`src/rtl/mips_pkg.sv`:
```
// Shared definitions for the MIPS front end: fetch FSM states, word width,
// opcode field position and the default reset PC.
package mips_pkg;

    localparam int WORD_W    = 32;
    localparam int OPCODE_HI = 31;
    localparam int OPCODE_LO = 26;
    localparam int OPCODE_W  = OPCODE_HI - OPCODE_LO + 1;

    localparam logic [WORD_W-1:0] DEFAULT_RESET_PC = 32'h0000_0000;
    localparam logic [WORD_W-1:0] INSTR_BYTES      = 32'd4;

    // FETCH: request on the bus, WAIT: awaiting our response,
    // HOLD: instruction presented to decode, DROP: awaiting a stale response
    typedef enum logic [1:0] {
        FETCH = 2'd0,
        WAIT  = 2'd1,
        HOLD  = 2'd2,
        DROP  = 2'd3
    } fetch_state_t;

    // Redirect targets are forced onto a word boundary
    function automatic logic [WORD_W-1:0] align_word(input logic [WORD_W-1:0] addr);
        return addr & ~32'h0000_0003;
    endfunction

endpackage

```
`src/rtl/fetch_perf_cnt.sv`:
```
// Performance counters for the fetch stage: instructions handed to decode
// and instructions/responses thrown away by redirects. Both wrap at 2^32.
module fetch_perf_cnt
    import mips_pkg::*;
(
    input  logic              clk,
    input  logic              reset,
    input  logic              fetch_event,
    input  logic              flush_event,
    output logic [WORD_W-1:0] fetched,
    output logic [WORD_W-1:0] flushed
);

    // Count each event once per cycle; natural overflow gives the wrap
    always_ff @(posedge clk) begin
        if (reset) begin
            fetched <= '0;
            flushed <= '0;
        end else begin
            if (fetch_event) begin
                fetched <= fetched + 32'd1;
            end
            if (flush_event) begin
                flushed <= flushed + 32'd1;
            end
        end
    end

endmodule

```
`src/rtl/fetch_stage.sv`:
```
// Instruction fetch stage: one outstanding memory request, a single held
// instruction for decode, and branch redirect with stale-response dropping.
// Optional feature macro: FETCH_PERF_CNT_EN enables the performance counters.
module fetch_stage
    import mips_pkg::*;
#(
    parameter logic [WORD_W-1:0] RESET_PC = DEFAULT_RESET_PC
) (
    input  logic                clk,
    input  logic                reset,
    output logic                imem_req_valid,
    input  logic                imem_req_ready,
    output logic [WORD_W-1:0]   imem_addr,
    input  logic                imem_rsp_valid,
    input  logic [WORD_W-1:0]   imem_rsp_data,
    input  logic                branch_taken,
    input  logic [WORD_W-1:0]   branch_target,
    input  logic                id_ready,
    output logic                if_valid,
    output logic [WORD_W-1:0]   if_instr,
    output logic [OPCODE_W-1:0] if_opcode,
    output logic [WORD_W-1:0]   if_pc4,
    output logic [WORD_W-1:0]   perf_fetched,
    output logic [WORD_W-1:0]   perf_flushed
);

    fetch_state_t      state;
    fetch_state_t      next_state;
    logic [WORD_W-1:0] pc;

    // State register
    always_ff @(posedge clk) begin
        if (reset) begin
            state <= FETCH;
        end else begin
            state <= next_state;
        end
    end

    // Next-state logic; a redirect overrides response capture and id_ready
    always_comb begin
        next_state = state;
        case (state)
            FETCH: begin
                if (imem_req_ready) begin
                    next_state = branch_taken ? DROP : WAIT;
                end
            end
            WAIT: begin
                if (branch_taken) begin
                    next_state = imem_rsp_valid ? FETCH : DROP;
                end else if (imem_rsp_valid) begin
                    next_state = HOLD;
                end
            end
            HOLD: begin
                if (branch_taken || id_ready) begin
                    next_state = FETCH;
                end
            end
            DROP: begin
                if (imem_rsp_valid) begin
                    next_state = FETCH;
                end
            end
            default: next_state = FETCH;
        endcase
    end

    // Bus outputs; the request is suppressed while reset is asserted
    always_comb begin
        imem_req_valid = (state == FETCH) && !reset;
        imem_addr      = pc;
    end

    assign if_opcode = if_instr[OPCODE_HI:OPCODE_LO];

    // PC and held-instruction registers; a redirect flushes the held word
    always_ff @(posedge clk) begin
        if (reset) begin
            pc       <= RESET_PC;
            if_valid <= 1'b0;
            if_instr <= '0;
            if_pc4   <= '0;
        end else if (branch_taken) begin
            pc       <= align_word(branch_target);
            if_valid <= 1'b0;
        end else if ((state == WAIT) && imem_rsp_valid) begin
            pc       <= pc + INSTR_BYTES;
            if_valid <= 1'b1;
            if_instr <= imem_rsp_data;
            if_pc4   <= pc + INSTR_BYTES;
        end else if ((state == HOLD) && id_ready) begin
            if_valid <= 1'b0;
        end
    end

`ifdef FETCH_PERF_CNT_EN
    logic fetch_event;
    logic flush_event;

    // A flush is either a held instruction killed by a redirect or a
    // response that arrives but is never presented to decode
    always_comb begin
        fetch_event = if_valid && id_ready;
        flush_event = ((state == HOLD) && if_valid && branch_taken)
                   || ((state == WAIT) && imem_rsp_valid && branch_taken)
                   || ((state == DROP) && imem_rsp_valid);
    end

    fetch_perf_cnt u_perf_cnt (
        .clk         (clk),
        .reset       (reset),
        .fetch_event (fetch_event),
        .flush_event (flush_event),
        .fetched     (perf_fetched),
        .flushed     (perf_flushed)
    );
`else
    assign perf_fetched = '0;
    assign perf_flushed = '0;
`endif

endmodule

```
`config.mk`:
```
export PLATFORM = sky130hd
export DESIGN_NAME = fetch_stage
export DESIGN_NICKNAME = d
export VERILOG_FILES = /design/src/rtl/mips_pkg.sv /design/src/rtl/fetch_perf_cnt.sv /design/src/rtl/fetch_stage.sv
export SDC_FILE = /design/constraint.sdc
export NUM_CORES = 1
export LEC_CHECK = 0
export CORE_MARGIN = 3
export CORE_UTILIZATION = 41
export DETAILED_ROUTE_END_ITERATION = 10
export GPL_TIMING_DRIVEN = 0
export PLACE_DENSITY = 0.86
export SETUP_SLACK_MARGIN = 0.5
export SYNTH_ARGS = -nofsm -noshare
export SYNTH_HDL_FRONTEND = slang
export SYNTH_SLANG_ARGS = --single-unit
```
`constraint.sdc`:
```
create_clock -name clk -period 2.1 [get_ports clk]
set_input_delay 0.315 -clock clk [delete_from_list [all_inputs] [get_ports clk]]
set_output_delay 0.315 -clock clk [all_outputs]
set_load 0.01 [all_outputs]
```
==> summary.md <==
| Metric | Value |
|---|---|
| Clk pin slew, worst setup/hold paths | 0.07 ns |
| Row count | 39 |
| CP required | 2.33 ns |
| FMAX | 496 MHz |
| Diodes inserted | 0 |
| Crit share post-route | 0.960 |
| Crit path max fanout | 7 |
| Via/cell ratio | 5.08 |
| Final Wtd Congestion | 0.858 |
| Clock Skew | 0.00696 ns |
| Total track usage | 0.225 |
| Status | finished, final reports clean |
| R2R setup slack | 0.08 ns |
| Critical Path AT | 2.24 ns |
| Nature of the critical path endpoint | flop |
| Clk sink count | 95 |
| Synth Register Bits | 95 |
| Main synth FF type | dfxtp_1 |
| Layout area overhead | 82.8% |
| Final ANT Viol Nets | 0 |
| First-pass GRT wire length | 23.9 mm |
| CTS tree | yes |
| HP Class | in2reg |
| Clock Path Buffers | 2 |
| RSZ-0062 raised after global routing | yes |
| Total congestion overflow | 0 |
| Share of layout cells above drive strength 1 | 0.394 |
| Worst setup margin | 0.0835 ns |
| Post-synth EDFFs | 0 |
| Fin. max-slew vios | 0 |
| Least-Margin Pin Slew | 0.765 ns |
| Synth cell count leaders | nand2_1, dfxtp_1, buf_4 |
| Yosys top cell by area | dfxtp_1 |
| CP Class | reg2reg |
| Hold Buf Count CTS | 0 |
| Filler cells | 730 |
| Worst setup SP type | flop |
| Wirelength per Cell | 17.5 um |
| Final Hold Vio Count | 0 |
| IO Count | 238 |
| Most numerous cell in the Yosys netlist | nand2_1 |
| Largest net degree at the start of global routing | 18 |
| Max-cap violations | 0 |
| Sw Ratio | 0.286 |
| H-tree depth | 3 |
| Gate power share | 0.215 |
| Placeable Area | 0.0117 mm2 |
| Chip width | 116 um |
| Final net count | 996 |
| Avg Inst Size Synth | 8.10 um2 |
| Largest cells by area after synthesis | dfxtp_1, buf_4, nand2_1 |
| Register Area | 0.00195 mm2 |
| Vias in the first global route | 4746 |
| Netlist Area Pre-Place | 0.00499 mm2 |
| Post-Syn Instances | 616 |
| Netlist cell types | 45 |
| Setup-failing EPs final | 0 |
| Worst skew pair latency | 0.35 ns |
| FFs w/ async S/R, synth | 0 |
| Initial Util | 0.428 |
| DRC Markers | 0 |
| First drt pass iteration count | 4 |
| Die footprint | 0.0135 mm2 |
| Final std cells w/o fill | 1073 |
| Clock period minus worst slack | 2.02 ns |
| Yosys warning count | 0 |
| Area of the multi-input gates | 0.00334 mm2 |
| IO Port Bufs | 165 |
| HPWL after DPL | 11.5 mm |
| Die height | 116 um |
| Clock Root Buffer | clkbuf_16 |
| Synth top area share | 0.381 |
| Total power | 4.70 mW |
| NetSw | 1.34 mW |
| Vias after detailed routing | 5451 |
| Final wirelength | 18.8 mm |
| Register area share after synthesis | 0.381 |
| Inst Count DP | 991 |
| Antenna violations before repair | 0 |
| Max IR drop VDD | 0.478 mV |
| CTS buffer count | 9 |
| Cell Int Power | 3.36 mW |
| Worst rel slew slack | 0.490 |
| Worst slack, placed | -0.508 ns |
| Reg power frac | 0.420 |
| Initial DRC count | 353 |
| Power Density | 515 mW/mm2 |
| Pleak | 4.13 nW |
| Clk pwr share | 0.366 |
==> cells by family (layout without fill, tap and decap cells) <==
group / after synthesis / count (layout) / share of synthesized area
DFF: 95 / 95 / 0.381
xor gates and xnor gates: 53 / 53 / 0.0930
other: 1 / 68 / 0.000751
buffers and inverters: 122 / 369 / 0.152
muxes: 4 / 4 / 0.00802
AOI/OAI and AO/OA: 99 / 99 / 0.126
adders and majority gates: 1 / 1 / 0.00251
and+or+nand+nor: 241 / 241 / 0.237
==> final cells by class <==
class                      instances  area share
buffer                           118       0.107
clock buffer                       9      0.0247
clock inverter                     7     0.00864
inverter                           4     0.00165
multi-input combinational        466       0.367
sequential                        95       0.214
tap                              143      0.0196
timing repair buffer             231       0.258
==> metal layers <==
metal	routed length, um	global-route usage	vias to the layer above
li1	-	-	2564
met2	9690	0.386	222
met3	1010	0.0368	55
met5	0	0	-
met4	731	0.102	0
met1	7360	0.278	2610
==> placed cells by master (no fill, tap or decap), types with 5 or more instances in the layout <==
cell             Yosys  layout
nor2_2               0       9
nand2_1             96      60
a211oi_1            42      20
buf_8                0       7
nand4_1             15      15
clkdlybuf4s50_1      0     128
xnor2_1             24      20
dlygate4sd2_1        0      24
clkbuf_16            0      17
and3_1               6       5
dfxtp_2              0      28
nor2_1              71      50
a21oi_1             44      13
nand2_4              0      25
nand2_2              0      11
nor3_4               1      11
xor2_1              29      27
buf_4               74     112
clkbuf_1            29      12
conb_1               1      68
a211oi_2             2      24
a21oi_2              0      31
dfxtp_1             95      63
dlymetal6s2s_1       0      12
nand3_1             15      10
nor2_4               0      12
buf_6                1      30
==> power groups by stage <==
stage	registers (mW)	logic [mW]	clock network, mW
finish	1.97	1.01	1.72
global route	1.98	1.07	1.81
CTS	1.96	0.836	1.72
detailed placement	2.00	0.815	0
global placement	2.00	0.807	0
floorplan	2.02	0.428	0
==> flip-flops by register name, summed over array words and instances (netlist names) <==
signal / flops
state: 2
imem_addr: 30
if_valid: 1
if_instr: 32
if_pc4: 30
==> timing repair <==
action | in CTS | in global routing
buffers inserted | 30 | 28
gates cloned | 0 | 8
gates resized for setup | 91 | 218
pin swaps | 28 | 111
setup endpoints to repair | 118 | 103
==> path summary, 6_finish.rpt <==
kind,depth (start not counted),startpoint,to
setup reg to reg,7,imem_addr[15]$_SDFFE_PP0P_,imem_addr[27]$_SDFFE_PP0P_
hold reg to reg,2,if_pc4[3]$_SDFFE_PP0P_,if_pc4[3]$_SDFFE_PP0P_
hold / removal,3,reset,if_valid$_SDFFE_PP0P_
setup / recovery,7,imem_addr[15]$_SDFFE_PP0P_,imem_addr[27]$_SDFFE_PP0P_
==> per-stage QoR <==
| step | util | instance area, um2 | hold slack (ns) | TNS (ns) |
|---|---|---|---|---|
| 5_1_grt | 0.782 | 9120 | 0.445 | -0.0466 |
| 4_1_cts | 0.681 | 7940 | 0.389 | 0 |
| 3_5_place_dp | 0.620 | 7240 | 0.446 | -30.49 |
| 2_1_floorplan | - | 5410 | 0.451 | 0 |
| 6_report | 0.782 | 9120 | 0.394 | 0 |
| 3_3_place_gp | 0.620 | 7240 | 0.437 | -27.82 |
==> critical path, cell delays in order (launching register included) <==
cell	delay, ns
dfxtp_2	0.34
buf_6	0.12
nand4_1	0.25
nor3_4	0.43
buf_6	0.16
nand3_1	0.09
xor2_1	0.18
a211oi_1	0.33
No activity file was read; power rests on OpenSTA's default activity.
